--- config.mk ---
export PLATFORM = sky130hd
export DESIGN_NAME = div255_scheduler
export DESIGN_NICKNAME = d
export VERILOG_FILES = /design/src/rtl/div255_pkg.sv /design/src/rtl/rr_arbiter.sv /design/src/rtl/div255_scheduler.sv
export SDC_FILE = /design/constraint.sdc
export NUM_CORES = 1
export LEC_CHECK = 0
export ABC_AREA = 1
export CAP_MARGIN = 20
export CORE_MARGIN = 2
export CORE_UTILIZATION = 46
export CTS_CLUSTER_DIAMETER = 40
export CTS_CLUSTER_SIZE = 10
export DETAILED_ROUTE_END_ITERATION = 10
export PLACE_DENSITY = 0.81
export RECOVER_POWER = 50
export SETUP_SLACK_MARGIN = 0.15
export SYNTH_ARGS = -nofsm -noshare
export SYNTH_HDL_FRONTEND = slang
export SYNTH_SLANG_ARGS = --single-unit
--- constraint.sdc ---
create_clock -name clk -period 2.9 [get_ports clk]
set_input_delay 0.58 -clock clk [delete_from_list [all_inputs] [get_ports clk]]
set_output_delay 0.58 -clock clk [all_outputs]
set_load 0.05 [all_outputs]
--- src/rtl/div255_pkg.sv ---
// Shared types and constants for the divide-by-255 scheduler slice.
// The divider itself lives outside; only its 16-bit word protocol is described here.
package div255_pkg;

   localparam int DIV255_WORD     = 16;
   localparam int DIV255_DATA     = 32;
   localparam int DIV255_HOLD_DEF = 2;
   localparam int DIV255_WAIT_DEF = 6;

   typedef enum logic [2:0] {
      ST_IDLE,
      ST_LD_HI,
      ST_LD_LO,
      ST_CALC,
      ST_RD_HI,
      ST_RD_LO,
      ST_FIN,
      ST_RSP
   } div255_state_t;

   function automatic int div255_max(input int a, input int b);
      return (a > b) ? a : b;
   endfunction

endpackage

--- src/rtl/rr_arbiter.sv ---
// Combinational round-robin arbiter: the search starts just after the last winner.
// The last-winner pointer is owned by the caller.
module rr_arbiter #(
   parameter int NREQ = 2
) (
   input  logic [NREQ-1:0]         req,
   input  logic [$clog2(NREQ)-1:0] last,
   output logic [NREQ-1:0]         grant,
   output logic [$clog2(NREQ)-1:0] grant_idx,
   output logic                    grant_any
);

   localparam int IW = $clog2(NREQ);

   always_comb begin
      logic [IW-1:0] idx;
      idx       = '0;
      grant     = '0;
      grant_idx = '0;
      grant_any = 1'b0;
      for (int k = 1; k <= NREQ; k++) begin
         idx = IW'((int'(last) + k) % NREQ);
         if (!grant_any && req[idx]) begin
            grant[idx] = 1'b1;
            grant_idx  = idx;
            grant_any  = 1'b1;
         end
      end
   end

endmodule

--- src/rtl/div255_scheduler.sv ---
// Shares one word-serial divide-by-255 engine among NREQ requesters, sequencing
// its load / compute / readout flag protocol and returning each quotient to its owner.
module div255_scheduler
   import div255_pkg::*;
#(
   parameter int NREQ = 2,
   parameter int HOLD = DIV255_HOLD_DEF,
   parameter int WAIT = DIV255_WAIT_DEF
) (
   input  logic                        clk,
   input  logic                        rst,
   input  logic [NREQ-1:0]             req_valid,
   input  logic [DIV255_DATA*NREQ-1:0] req_data,
   output logic [NREQ-1:0]             req_ready,
   output logic [NREQ-1:0]             rsp_valid,
   output logic [DIV255_DATA-1:0]      rsp_data,
   output logic                        busy,
   output logic [DIV255_WORD-1:0]      div_x,
   output logic                        div_flg1,
   output logic                        div_flg2,
   output logic                        div_flg3,
   output logic                        div_flg4,
   input  logic [DIV255_WORD-1:0]      div_y
);

   localparam int IW = $clog2(NREQ);
   localparam int CW = $clog2(div255_max(HOLD, WAIT)) + 1;
   localparam logic [CW-1:0] HOLD_LD = CW'(HOLD - 1);
   localparam logic [CW-1:0] WAIT_LD = CW'(WAIT - 1);

   div255_state_t          state_q, state_d;
   logic [CW-1:0]          cnt_q, cnt_d;
   logic [DIV255_DATA-1:0] data_q, data_d;
   logic [DIV255_DATA-1:0] quot_q, quot_d;
   logic [IW-1:0]          owner_q, owner_d;
   logic [IW-1:0]          last_q, last_d;

   logic [NREQ-1:0]        arb_grant;
   logic [IW-1:0]          arb_idx;
   logic                   arb_any;
   logic [DIV255_DATA-1:0] sel_data;
   logic                   phase_done;

   rr_arbiter #(
      .NREQ(NREQ)
   ) u_arb (
      .req      (req_valid),
      .last     (last_q),
      .grant    (arb_grant),
      .grant_idx(arb_idx),
      .grant_any(arb_any)
   );

   always_comb begin
      sel_data = '0;
      for (int i = 0; i < NREQ; i++) begin
         if (arb_grant[i]) begin
            sel_data = req_data[i*DIV255_DATA +: DIV255_DATA];
         end
      end
   end

   assign phase_done = (cnt_q == '0);

   // last resets to NREQ-1 so that requester 0 wins the first arbitration.
   always_ff @(posedge clk or posedge rst) begin
      if (rst) begin
         state_q <= ST_IDLE;
         cnt_q   <= '0;
         data_q  <= '0;
         quot_q  <= '0;
         owner_q <= '0;
         last_q  <= IW'(NREQ - 1);
      end else begin
         state_q <= state_d;
         cnt_q   <= cnt_d;
         data_q  <= data_d;
         quot_q  <= quot_d;
         owner_q <= owner_d;
         last_q  <= last_d;
      end
   end

   always_comb begin
      state_d = state_q;
      cnt_d   = phase_done ? cnt_q : cnt_q - CW'(1);
      data_d  = data_q;
      quot_d  = quot_q;
      owner_d = owner_q;
      last_d  = last_q;
      unique case (state_q)
         ST_IDLE: begin
            if (arb_any) begin
               state_d = ST_LD_HI;
               cnt_d   = HOLD_LD;
               data_d  = sel_data;
               owner_d = arb_idx;
               last_d  = arb_idx;
            end
         end
         ST_LD_HI: begin
            if (phase_done) begin
               state_d = ST_LD_LO;
               cnt_d   = HOLD_LD;
            end
         end
         ST_LD_LO: begin
            if (phase_done) begin
               state_d = ST_CALC;
               cnt_d   = WAIT_LD;
            end
         end
         ST_CALC: begin
            if (phase_done) begin
               state_d = ST_RD_HI;
               cnt_d   = HOLD_LD;
            end
         end
         ST_RD_HI: begin
            if (phase_done) begin
               quot_d[31:16] = div_y;
               state_d       = ST_RD_LO;
               cnt_d         = HOLD_LD;
            end
         end
         ST_RD_LO: begin
            if (phase_done) begin
               quot_d[15:0] = div_y;
               state_d      = ST_FIN;
               cnt_d        = HOLD_LD;
            end
         end
         ST_FIN: begin
            if (phase_done) begin
               state_d = ST_RSP;
            end
         end
         ST_RSP: begin
            state_d = ST_IDLE;
         end
         default: begin
            state_d = ST_IDLE;
         end
      endcase
   end

   // req_ready is gated by rst so that no acceptance is shown while reset is held.
   always_comb begin
      req_ready = '0;
      rsp_valid = '0;
      rsp_data  = '0;
      busy      = (state_q != ST_IDLE);
      div_x     = '0;
      div_flg1  = 1'b0;
      div_flg2  = 1'b0;
      div_flg3  = 1'b0;
      div_flg4  = 1'b0;
      unique case (state_q)
         ST_IDLE: begin
            req_ready = rst ? '0 : arb_grant;
         end
         ST_LD_HI: begin
            div_x    = data_q[31:16];
            div_flg1 = 1'b1;
         end
         ST_LD_LO: begin
            div_x    = data_q[15:0];
            div_flg2 = 1'b1;
         end
         ST_CALC, ST_RD_HI: begin
            div_x = data_q[15:0];
         end
         ST_RD_LO: begin
            div_x    = data_q[15:0];
            div_flg3 = 1'b1;
         end
         ST_FIN: begin
            div_x    = data_q[15:0];
            div_flg4 = 1'b1;
         end
         ST_RSP: begin
            for (int i = 0; i < NREQ; i++) begin
               rsp_valid[i] = (owner_q == IW'(i));
            end
            rsp_data = quot_q;
         end
         default: begin
            busy = 1'b1;
         end
      endcase
   end

endmodule

==> results.md <==
- Status: completed
- Detailed Routing Iterations Pass 1: 4
- Post-synthesis sequential area ratio: 44.88%
- DIE WIDTH: 98.10 um
- R2R cell count: 6
- Grt ovf: 0
- Antenna-violating nets left: 0
- Fin. Hold Viols: 0
- # port buffers: 140
- Die Ht: 98.10 um
- Met3 GRT Util: 3.722%
- Critical Path AT: 2.08 ns
- Initial Util: 47.16%
- Synth Warn #: 0
- Reg2reg end: data_q[22]
- Worst-path fanout max: 9
- Reg2reg start: state_q[0]
- PwrDens: 900.3 nW/um^2
- Reg2reg setup slack: 0.43 ns
- Peak supply drop: 617.2 uV
- Final-report max-slew violation count: 0
- Crit path time final: 2.660 ns
- Number of cell rows: 34
- Detail Placement HPWL: 8016 um
- CTS Buf Count: 9
- Vias per std cell: 5.117
- Final net count: 782
- Register bit total from synthesis: 73
- Vias in the first global route: 3,968
- Dpl cells: 793
- Worst hold stages: 2
- HP Class: reg2reg
- Routed length per instance: 13.68 um
- Clock Path Buffers: 2
- Finished Core Util: 69.81%
- Endpoints failing setup: 0
- Core ar.: 8636 um^2
- FMAX: 376.0 MHz
- Share of layout cells above drive strength 1: 12.13%
- Largest net degree at the start of global routing: 56
- TritonCTS sink count: 73
- Ports: 141
- Hold Startpoint: data_q[28]
- First-pass GRT wire length: 17,860 um
- Layout fillers: 736
- Crit Path Category: reg2out
- Antenna cell count: 0
- WP data required: 2.32 ns
- CTS tree: yes
- Setup crit end kind: primary output
- RSZ-0062 raised after global routing: false
- Initial antenna violation count: 0
- Htree depth: 3
- Startpoint types: flip-flop
- Post-CTS Setup Repair Bufs: 0
- Met2 Track Usage GR: 39.67%
- Yosys cell types: 31
- Mapped Avg Cell Area: 7.083 um^2
- CTS root buffer: clkbuf_8
- Worst-Margin Slew: 0.9513 ns
- Worst Hold Endpoint: data_q[28]
- Total length of routed wires: 11,060 um
- Period utilization: 91.71%
- Syn-to-layout area delta: 48.02%
- Via Count: 4,140
- Worst Skew: 0.007103 ns
- Synthesized instance count: 575
- Gpl congestion: 0.8239
- Grt peak-use layer: met2
- Hold-fix buffers at CTS: 0
- Total Power: 5.427 mW
- Die area: 9623 um^2
- Syn Std Cell Area: 4073 um^2
- Skew-Pair Late Insertion Delay: 0.34 ns
- Starting DRC count in detailed routing: 130
- Max_cap viols: 0
- Lkg Pwr: 3.213 nW
- Met1 usage: 28.12%
- Total track usage: 22.75%
- Residual DRC: 0
- Syn_nets: 661
- Max-slew headroom: 36.42%
- Final instance count without filler cells: 809
- Clk slew on worst S/H paths: 0.08 ns
==> cell families (layout without fill, tap and decap cells) <==
logic type,after synthesis,count (layout),share of synthesized area [%]
AO/OA/AOI/OAI,41,41,5.161
XOR/XNOR,1,1,0.2151
adder cells (fa/ha/maj),2,2,0.6143
buffers and inverters,103,229,10.91
flip-flops,73,73,44.88
AND/OR/NAND/NOR,355,355,38.22
==> placed cells by master, fill, tap and decap left out <==
cell and n:
a21oi_1 3, o21ai_0 35, dlygate4sd3_1 1, nand2_4 1, dfrtp_1 72, nand3_2 1, xor2_1 1, clkbuf_1 1
clkinv_4 3, clkdlybuf4s50_1 85, inv_1 63, dfstp_2 1, nand2_1 197, nor3_4 1, inv_2 2, dlymetal6s2s_1 2
nand2_2 2, nor2_1 40, o211ai_1 2, clkbuf_8 9, buf_12 38, ha_1 2, nand3_1 106, buf_4 21
clkinv_1 1, nor2_4 2, nand4_1 1, bufinv_16 3, nor4_1 2, nor2_2 1, o21ai_1 1, nand3b_1 1
==> power breakdown <==
part / switching, mW / internal, mW
registers: 0.276 / 1.46
clock network: 0.378 / 0.576
logic: 1.81 / 0.922
==> metrics by stage <==
| step | hold WS [ns] | setup TNS [ns] | instance area (um^2) | setup WS, ns |
|---|---|---|---|---|
| after global placement | 0.4539 | 0 | 5811 | 0.5101 |
| after global routing | 0.4998 | 0 | 6028 | 0.1555 |
| after floorplan | 0.4422 | -0.6793 | 4073 | -0.3396 |
| after CTS | 0.4770 | 0 | 6055 | 0.1936 |
| final | 0.4750 | 0 | 6028 | 0.2403 |
| after detailed placement | 0.4587 | 0 | 5811 | 0.4170 |
==> registers in the layout (all words and copies together), names as in the netlist <==
name / flops
last_q: 1
owner_q: 1
data_q: 32
quot_q: 32
cnt_q: 4
state_q: 3
==> synth_stat cells <==
cell type / number / area, um^2
nand2_1: 195 / 732.0
nand3_1: 105 / 525.5
dfrtp_1: 72 / 1802
inv_1: 62 / 232.7
nor2_1: 40 / 150.1
o21ai_0: 33 / 165.2
buf_2: 21 / 105.1
clkbuf_1: 9 / 33.78
a21oi_1: 3 / 15.01
buf_6: 3 / 33.78
inv_2: 3 / 11.26
nand2_2: 3 / 18.77
o21ai_1: 3 / 15.01
buf_4: 2 / 15.01
ha_1: 2 / 25.02
nand2_4: 2 / 22.52
nor4_1: 2 / 12.51
o211ai_1: 2 / 15.01
buf_1: 1 / 3.750
clkbuf_2: 1 / 5.000
clkinv_1: 1 / 3.750
dfstp_2: 1 / 26.28
nand3_2: 1 / 10.01
nand3_4: 1 / 17.52
nand3b_1: 1 / 7.510
nand4_1: 1 / 6.260
nor2_2: 1 / 6.260
nor2_4: 1 / 11.26
nor2_8: 1 / 20.02
nor3_4: 1 / 16.27
xor2_1: 1 / 8.760
==> timing repair <==
item,CTS,global route
endpoints found under the hold margin,0,0
resized for setup,0,2
setup endpoints to repair,0,2
==> worst max-delay path by stage <==
stage | from | endpoint | slack, ns | cells after the start
finish | state_q[0] | div_flg3 | 0.24 | 3
detailed placement | req_valid[0] | req_ready[1] | 0.42 | 5
global placement | req_valid[0] | req_ready[0] | 0.51 | 4
floorplan | state_q[1] | req_ready[0] | -0.34 | 4
global route | state_q[0] | div_flg3 | 0.16 | 3
CTS | state_q[2] | div_flg2 | 0.19 | 4
==> worst max-delay path, cell delays in order, from the launching register on <==
cell             delay [ns]
dfrtp_1                0.51
inv_1                  0.17
nor3_4                 0.21
clkdlybuf4s50_1        0.86
==> routing by layer <==
layer | wire length, um | vias up | part of all wire, %
met5 | 0 | - | 0
met4 | 260 | 0 | 2.3
met3 | 635 | 21 | 5.7
met2 | 5772 | 143 | 52
met1 | 4394 | 1941 | 40
li1 | - | 2035 | -
==> area by class of cell <==
cell class,count,area [um^2],area share (%)
inverters,66,247.7,4.110
well taps,108,135.1,2.242
clock inverters,6,116.4,1.930
multi-input cells,399,1769,29.35
clock buffers,10,127.6,2.117
flip-flops and latches,73,1828,30.32
repair buffers,147,1804,29.93
Note: power is estimated with default switching activity, not from simulation.
